[src/rtl/dsp_pkg.sv]
// Shared widths and saturation limits for the accumulator-to-sample
// width-reduction blocks.
package dsp_pkg;

  localparam int DW_WIDE = 55;
  localparam int DW_SAMP = 24;

  // Wide value plus one appended round bit below the LSB.
  localparam int DW_EXT  = DW_WIDE + 1;

  localparam logic [DW_SAMP-1:0] SAT_POS = 24'h7FFFFF;
  localparam logic [DW_SAMP-1:0] SAT_NEG = 24'h800000;

  typedef logic signed [DW_EXT-1:0] ext_t;

endpackage

[src/rtl/shift55i24o_round_sat.sv]
// Combinational round-and-saturate: takes a 56-bit value whose LSB is the
// round bit, optionally rounds half up, and clamps to a signed 24-bit sample.
module round_sat
  import dsp_pkg::*;
#(
  parameter bit RND = 1'b1
) (
  input  ext_t               x_i,
  output logic [DW_SAMP-1:0] q_o,
  output logic               ovf_o
);

  localparam ext_t MAX_VAL = ext_t'(56'sd8388607);
  localparam ext_t MIN_VAL = -ext_t'(56'sd8388608);

  ext_t rndBit;
  ext_t r;

  // Drop the round bit, add it back when rounding, then clamp to 24 bits.
  // r is kept at the full 56 bits so the +1 can never wrap.
  always_comb begin
    rndBit = '0;
    if (RND) begin
      rndBit = ext_t'({{(DW_EXT-1){1'b0}}, x_i[0]});
    end
    r = (x_i >>> 1) + rndBit;
    if (r > MAX_VAL) begin
      q_o   = SAT_POS;
      ovf_o = 1'b1;
    end else if (r < MIN_VAL) begin
      q_o   = SAT_NEG;
      ovf_o = 1'b1;
    end else begin
      q_o   = r[DW_SAMP-1:0];
      ovf_o = 1'b0;
    end
  end

endmodule

[src/rtl/shift55i24o.sv]
// 55-bit to 24-bit arithmetic right shifter (divide by 2^n, n = 0..31)
// with rounding, saturation and a sticky overflow flag. Four-stage
// pipeline, one sample per clock; n travels alongside its own sample.
module shift55i24o
  import dsp_pkg::*;
#(
  parameter bit RND = 1'b1
) (
  input  logic                      clk,
  input  logic                      rst_n,
  input  logic signed [DW_WIDE-1:0] d,
  input  logic        [4:0]         n,
  input  logic                      vi,
  input  logic                      clr,
  output logic        [DW_SAMP-1:0] q,
  output logic                      vo,
  output logic                      ovf,
  output logic                      ovf_hold
);

  ext_t       s1X_d, s1X_q;
  logic [3:0] s1N_q;
  logic       s1Sign_q;
  logic       v1_q;

  ext_t       s2X_d, s2X_q;
  logic [1:0] s2N_q;
  logic       s2Sign_q;
  logic       v2_q;

  ext_t       s3X_d, s3X_q;
  logic       v3_q;

  logic [DW_SAMP-1:0] satQ;
  logic               satOvf;
  logic               ovfHold_d;

  // Stage 1 shift: append the round bit, then coarse shift by 16 on n[4].
  always_comb begin
    s1X_d = {d, 1'b0};
    if (n[4]) begin
      s1X_d = {{16{d[DW_WIDE-1]}}, d, 1'b0} >>> 0;
      s1X_d = ext_t'({{16{d[DW_WIDE-1]}}, d[DW_WIDE-1:15]});
    end
  end

  // Stage 2 shift: 0/4/8/12 positions, filled with the carried sign.
  always_comb begin
    unique case (s1N_q[3:2])
      2'd0:    s2X_d = s1X_q;
      2'd1:    s2X_d = {{4{s1Sign_q}},  s1X_q[DW_EXT-1:4]};
      2'd2:    s2X_d = {{8{s1Sign_q}},  s1X_q[DW_EXT-1:8]};
      default: s2X_d = {{12{s1Sign_q}}, s1X_q[DW_EXT-1:12]};
    endcase
  end

  // Stage 3 shift: 0/1/2/3 positions, filled with the carried sign.
  always_comb begin
    unique case (s2N_q)
      2'd0:    s3X_d = s2X_q;
      2'd1:    s3X_d = {{1{s2Sign_q}}, s2X_q[DW_EXT-1:1]};
      2'd2:    s3X_d = {{2{s2Sign_q}}, s2X_q[DW_EXT-1:2]};
      default: s3X_d = {{3{s2Sign_q}}, s2X_q[DW_EXT-1:3]};
    endcase
  end

  round_sat #(
    .RND (RND)
  ) u_roundSat (
    .x_i   (s3X_q),
    .q_o   (satQ),
    .ovf_o (satOvf)
  );

  // Sticky flag rises together with an overflowing output and also holds
  // through the clock where that output is visible, so a coincident clr loses.
  always_comb begin
    ovfHold_d = (v3_q & satOvf) | (vo & ovf) | (ovf_hold & ~clr);
  end

  // Pipeline registers: data loads every clock, valid tracks vi exactly.
  always_ff @(posedge clk or negedge rst_n) begin
    if (!rst_n) begin
      s1X_q    <= '0;
      s1N_q    <= '0;
      s1Sign_q <= 1'b0;
      v1_q     <= 1'b0;
      s2X_q    <= '0;
      s2N_q    <= '0;
      s2Sign_q <= 1'b0;
      v2_q     <= 1'b0;
      s3X_q    <= '0;
      v3_q     <= 1'b0;
      q        <= '0;
      ovf      <= 1'b0;
      vo       <= 1'b0;
      ovf_hold <= 1'b0;
    end else begin
      s1X_q    <= s1X_d;
      s1N_q    <= n[3:0];
      s1Sign_q <= d[DW_WIDE-1];
      v1_q     <= vi;
      s2X_q    <= s2X_d;
      s2N_q    <= s1N_q[1:0];
      s2Sign_q <= s1Sign_q;
      v2_q     <= v1_q;
      s3X_q    <= s3X_d;
      v3_q     <= v2_q;
      q        <= satQ;
      ovf      <= satOvf;
      vo       <= v3_q;
      ovf_hold <= ovfHold_d;
    end
  end

endmodule

[config.mk]
export PLATFORM = sky130hd
export DESIGN_NAME = shift55i24o
export DESIGN_NICKNAME = d
export VERILOG_FILES = /design/src/rtl/dsp_pkg.sv /design/src/rtl/shift55i24o_round_sat.sv /design/src/rtl/shift55i24o.sv
export SDC_FILE = /design/constraint.sdc
export NUM_CORES = 1
export LEC_CHECK = 0
export ABC_AREA = 1
export CAP_MARGIN = 25
export CELL_PAD_IN_SITES_DETAIL_PLACEMENT = 0
export CELL_PAD_IN_SITES_GLOBAL_PLACEMENT = 2
export CORE_MARGIN = 2
export CORE_UTILIZATION = 37
export DETAILED_ROUTE_END_ITERATION = 6
export PLACE_DENSITY_LB_ADDON = 0.3
export SYNTH_ARGS = -nofsm -noshare
export SYNTH_HDL_FRONTEND = slang
export SYNTH_SLANG_ARGS = --single-unit
[constraint.sdc]
create_clock -name clk -period 6.32 [get_ports clk]
set_input_delay 1.264 -clock clk [delete_from_list [all_inputs] [get_ports clk]]
set_output_delay 1.264 -clock clk [all_outputs]
set_load 0.005 [all_outputs]
==> metrics.txt <==
status=finished, final reports clean; I/O pins=91; min Tclk post-route=2900 ps; width of the chip=172 um; area grow syn2layout=19.7%; cell row count=61; Die H=172 um; Largest stage delay, worst path=380 ps; Worst-Skew Late Latency=520 ps; die area=29700 um2; fraction of layout cells with a size suffix above 1=6.48%; Pwr Density=281 nW/um2; fmax=345 MHz; Longest Clk Path Bufs=3; HPWL Detailed=23.9 mm; Total Power=3.53 mW; Slew @ Worst Pin=1010 ps; kind of cell adding the most delay to the critical path=simple AND/OR/NAND/NOR gates; I/O Buffers=90; vias in the first global route=8754; Hold WC Path Type=flop to flop; Initial Utilization=37.6%; Core ar.=27900 um2; Tot GR Track Use=21.1%; Filler cells=2860; post-synth top area share=48.9%; total CTS buffers=24; Mapped Area=10500 um2; P_leak=5.49 nW; sequential element share of the synthesized area=48.9%; Crit path required time=6730 ps; global placement routability congestion=0.890; clock sinks=205; CP endpoint kind=flop; post-CTS setup buffers=0; WS Path Type=flop to flop; cts hold-fix bufs=0; DRC violations left=0; Clock Skew=10.4 ps; Peak VDD IR=0.135 mV; Clock transition at path regs=60 ps; Startpoint Class=flop; initial drt markers=569; TritonRoute pass-1 iters=5; Routed Antenna Nets=0; max_cap viols=0; Via Count=9017; Vias per Instance=4.97; post-synthesis cell type count=34; YS warnings=0; CTS Root Cell=clkbuf_16; critical path arrival=3310 ps; post-synth net total=1410; crit path cell chain=ha_1 -> ha_1 -> nand2_1 -> nor2_4 -> nand2_4 -> nor2_4 -> nand3_1 -> o21ai_1 -> nand2_1 -> nor2_1 -> nand2_1 -> nor2_1 -> nand3_1 -> nand2_2 -> nand2_1 -> nand2_1 -> nand2_1; H-Tree Depth=1; Final Max Slew Viols=0; Final Hold Viols=0; final setup vio count=0; first-pass GRT wire length=48.5 mm; CP bufs+invs=0; Crit Path Max Fanout=24; post-CTS sizing=0; Rel. slew slack=32.2%; gr ovfl total=0; Mapped Cells=1344; n_diodes=0; CP max-delay cell=nand2_2; CTS tree=yes; Crit path top cell by count=nand2_1; setup TNS=0 ps; unrepaired setup endpoints after global routing=false; Nets=1483; main area contributors after synthesis=dfrtp_1 (49%), nand2_1 (15%), inv_1 (5.1%); wire length per cell=16.8 um; antenna violations before repair=0; largest net degree at the start of global routing=100; synthesis-stage register bit count=205; Final Routed Wirelength=30.4 mm; Avg Cell Area, Syn=7.80 um2; post-synth top area cell=dfrtp_1; crit share post-route=45.9%
==> stage by stage <==
| stage | utilization [%] | hold WS, ps | instances | cell area (um2) | setup WS (ps) |
|---|---|---|---|---|---|
| floorplan | - | 331 | 1344 | 10500 | 3930 |
| global placement | 42.0 | 332 | 1769 | 11700 | 3470 |
| detailed placement | 42.0 | 336 | 1769 | 11700 | 3380 |
| CTS | 45.0 | 349 | 1813 | 12500 | 3380 |
| global route | 45.0 | 357 | 1813 | 12500 | 3020 |
| finish | 45.0 | 346 | 1813 | 12500 | 3420 |
==> path summary, 6_finish.rpt <==
check	from	endpoint	slack, ps	cells after the start
setup / recovery	s3X_q[0]	ovf_hold	3420	17
hold / removal	s1N_q[1]	s2N_q[1]	350	0
setup reg to reg	s3X_q[0]	ovf_hold	3420	17
hold reg to reg	s1N_q[1]	s2N_q[1]	350	0
max in group asynchronous	rst_n	s3X_q[25]	4380	2
min in group asynchronous	rst_n	s1N_q[2]	790	1
==> power by group <==
group          switching [mW]  internal, mW
logic                   0.307         0.207
clock network           0.530         0.893
registers               0.138          1.45
total                   0.974          2.56
==> sequential cells by signal (all words and copies together), names as in the netlist <==
signal / cells
s2X_q: 56
s3X_q: 56
s1X_q: 55
q: 24
s1N_q: 4
s2N_q: 2
ovf: 1
ovf_hold: 1
s1Sign_q: 1
s2Sign_q: 1
v1_q: 1
v2_q: 1
v3_q: 1
vo: 1
==> Yosys cell counts, drive strengths merged <==
library cell / instances
a21boi: 1
a21oi: 65
a221o: 2
a221oi: 9
a22oi: 2
buf: 10
clkbuf: 43
clkinv: 1
dfrtp: 205
ha: 2
inv: 144
mux2: 10
nand2: 437
nand3: 32
nand3b: 11
nand4: 21
nor2: 159
nor3: 2
o2111ai: 45
o21ai: 73
o221ai: 3
o22ai: 42
or2: 2
xnor2: 12
xor2: 11
==> layer usage <==
layer  vias to the layer above  track usage [%]  wire length, um
met5                         -                0                0
met4                         0             4.46              557
met3                        37             2.38             1130
met2                       231             36.8            14800
met1                      4201             28.2            14000
li1                       4548                -                -
==> layout make-up <==
cell class	instances	area (um2)	area share, %
clock buffers	31	647	5.16
clock inverters	13	196	1.57
inverters	145	544	4.34
multi-input cells	941	4580	36.5
flip-flops and latches	205	5130	40.9
well taps	378	473	3.77
repair buffers	100	975	7.77
==> cell families (layout without fill, tap and decap cells) <==
| family | Yosys count | count (layout) | share of synthesized area [%] |
|---|---|---|---|
| simple gates | 664 | 664 | 26.1 |
| mux | 10 | 10 | 1.07 |
| flops | 205 | 205 | 48.9 |
| compound gates | 242 | 242 | 14.3 |
| buf+inv | 198 | 289 | 7.45 |
| xor+xnor | 23 | 23 | 1.92 |
| fa+ha+maj | 2 | 2 | 0.239 |
==> cell usage in the layout, fill, tap and decap left out, drive strengths merged, types with 32 or more instances in the layout <==
cell type      instances
a21oi                 65
inv                  146
nor2                 159
dfrtp                205
nand3                 32
nand2                437
clkbuf                32
o2111ai               45
o21ai                 73
o22ai                 42
clkdlybuf4s50         88
No activity file was read; power rests on OpenSTA's default activity.
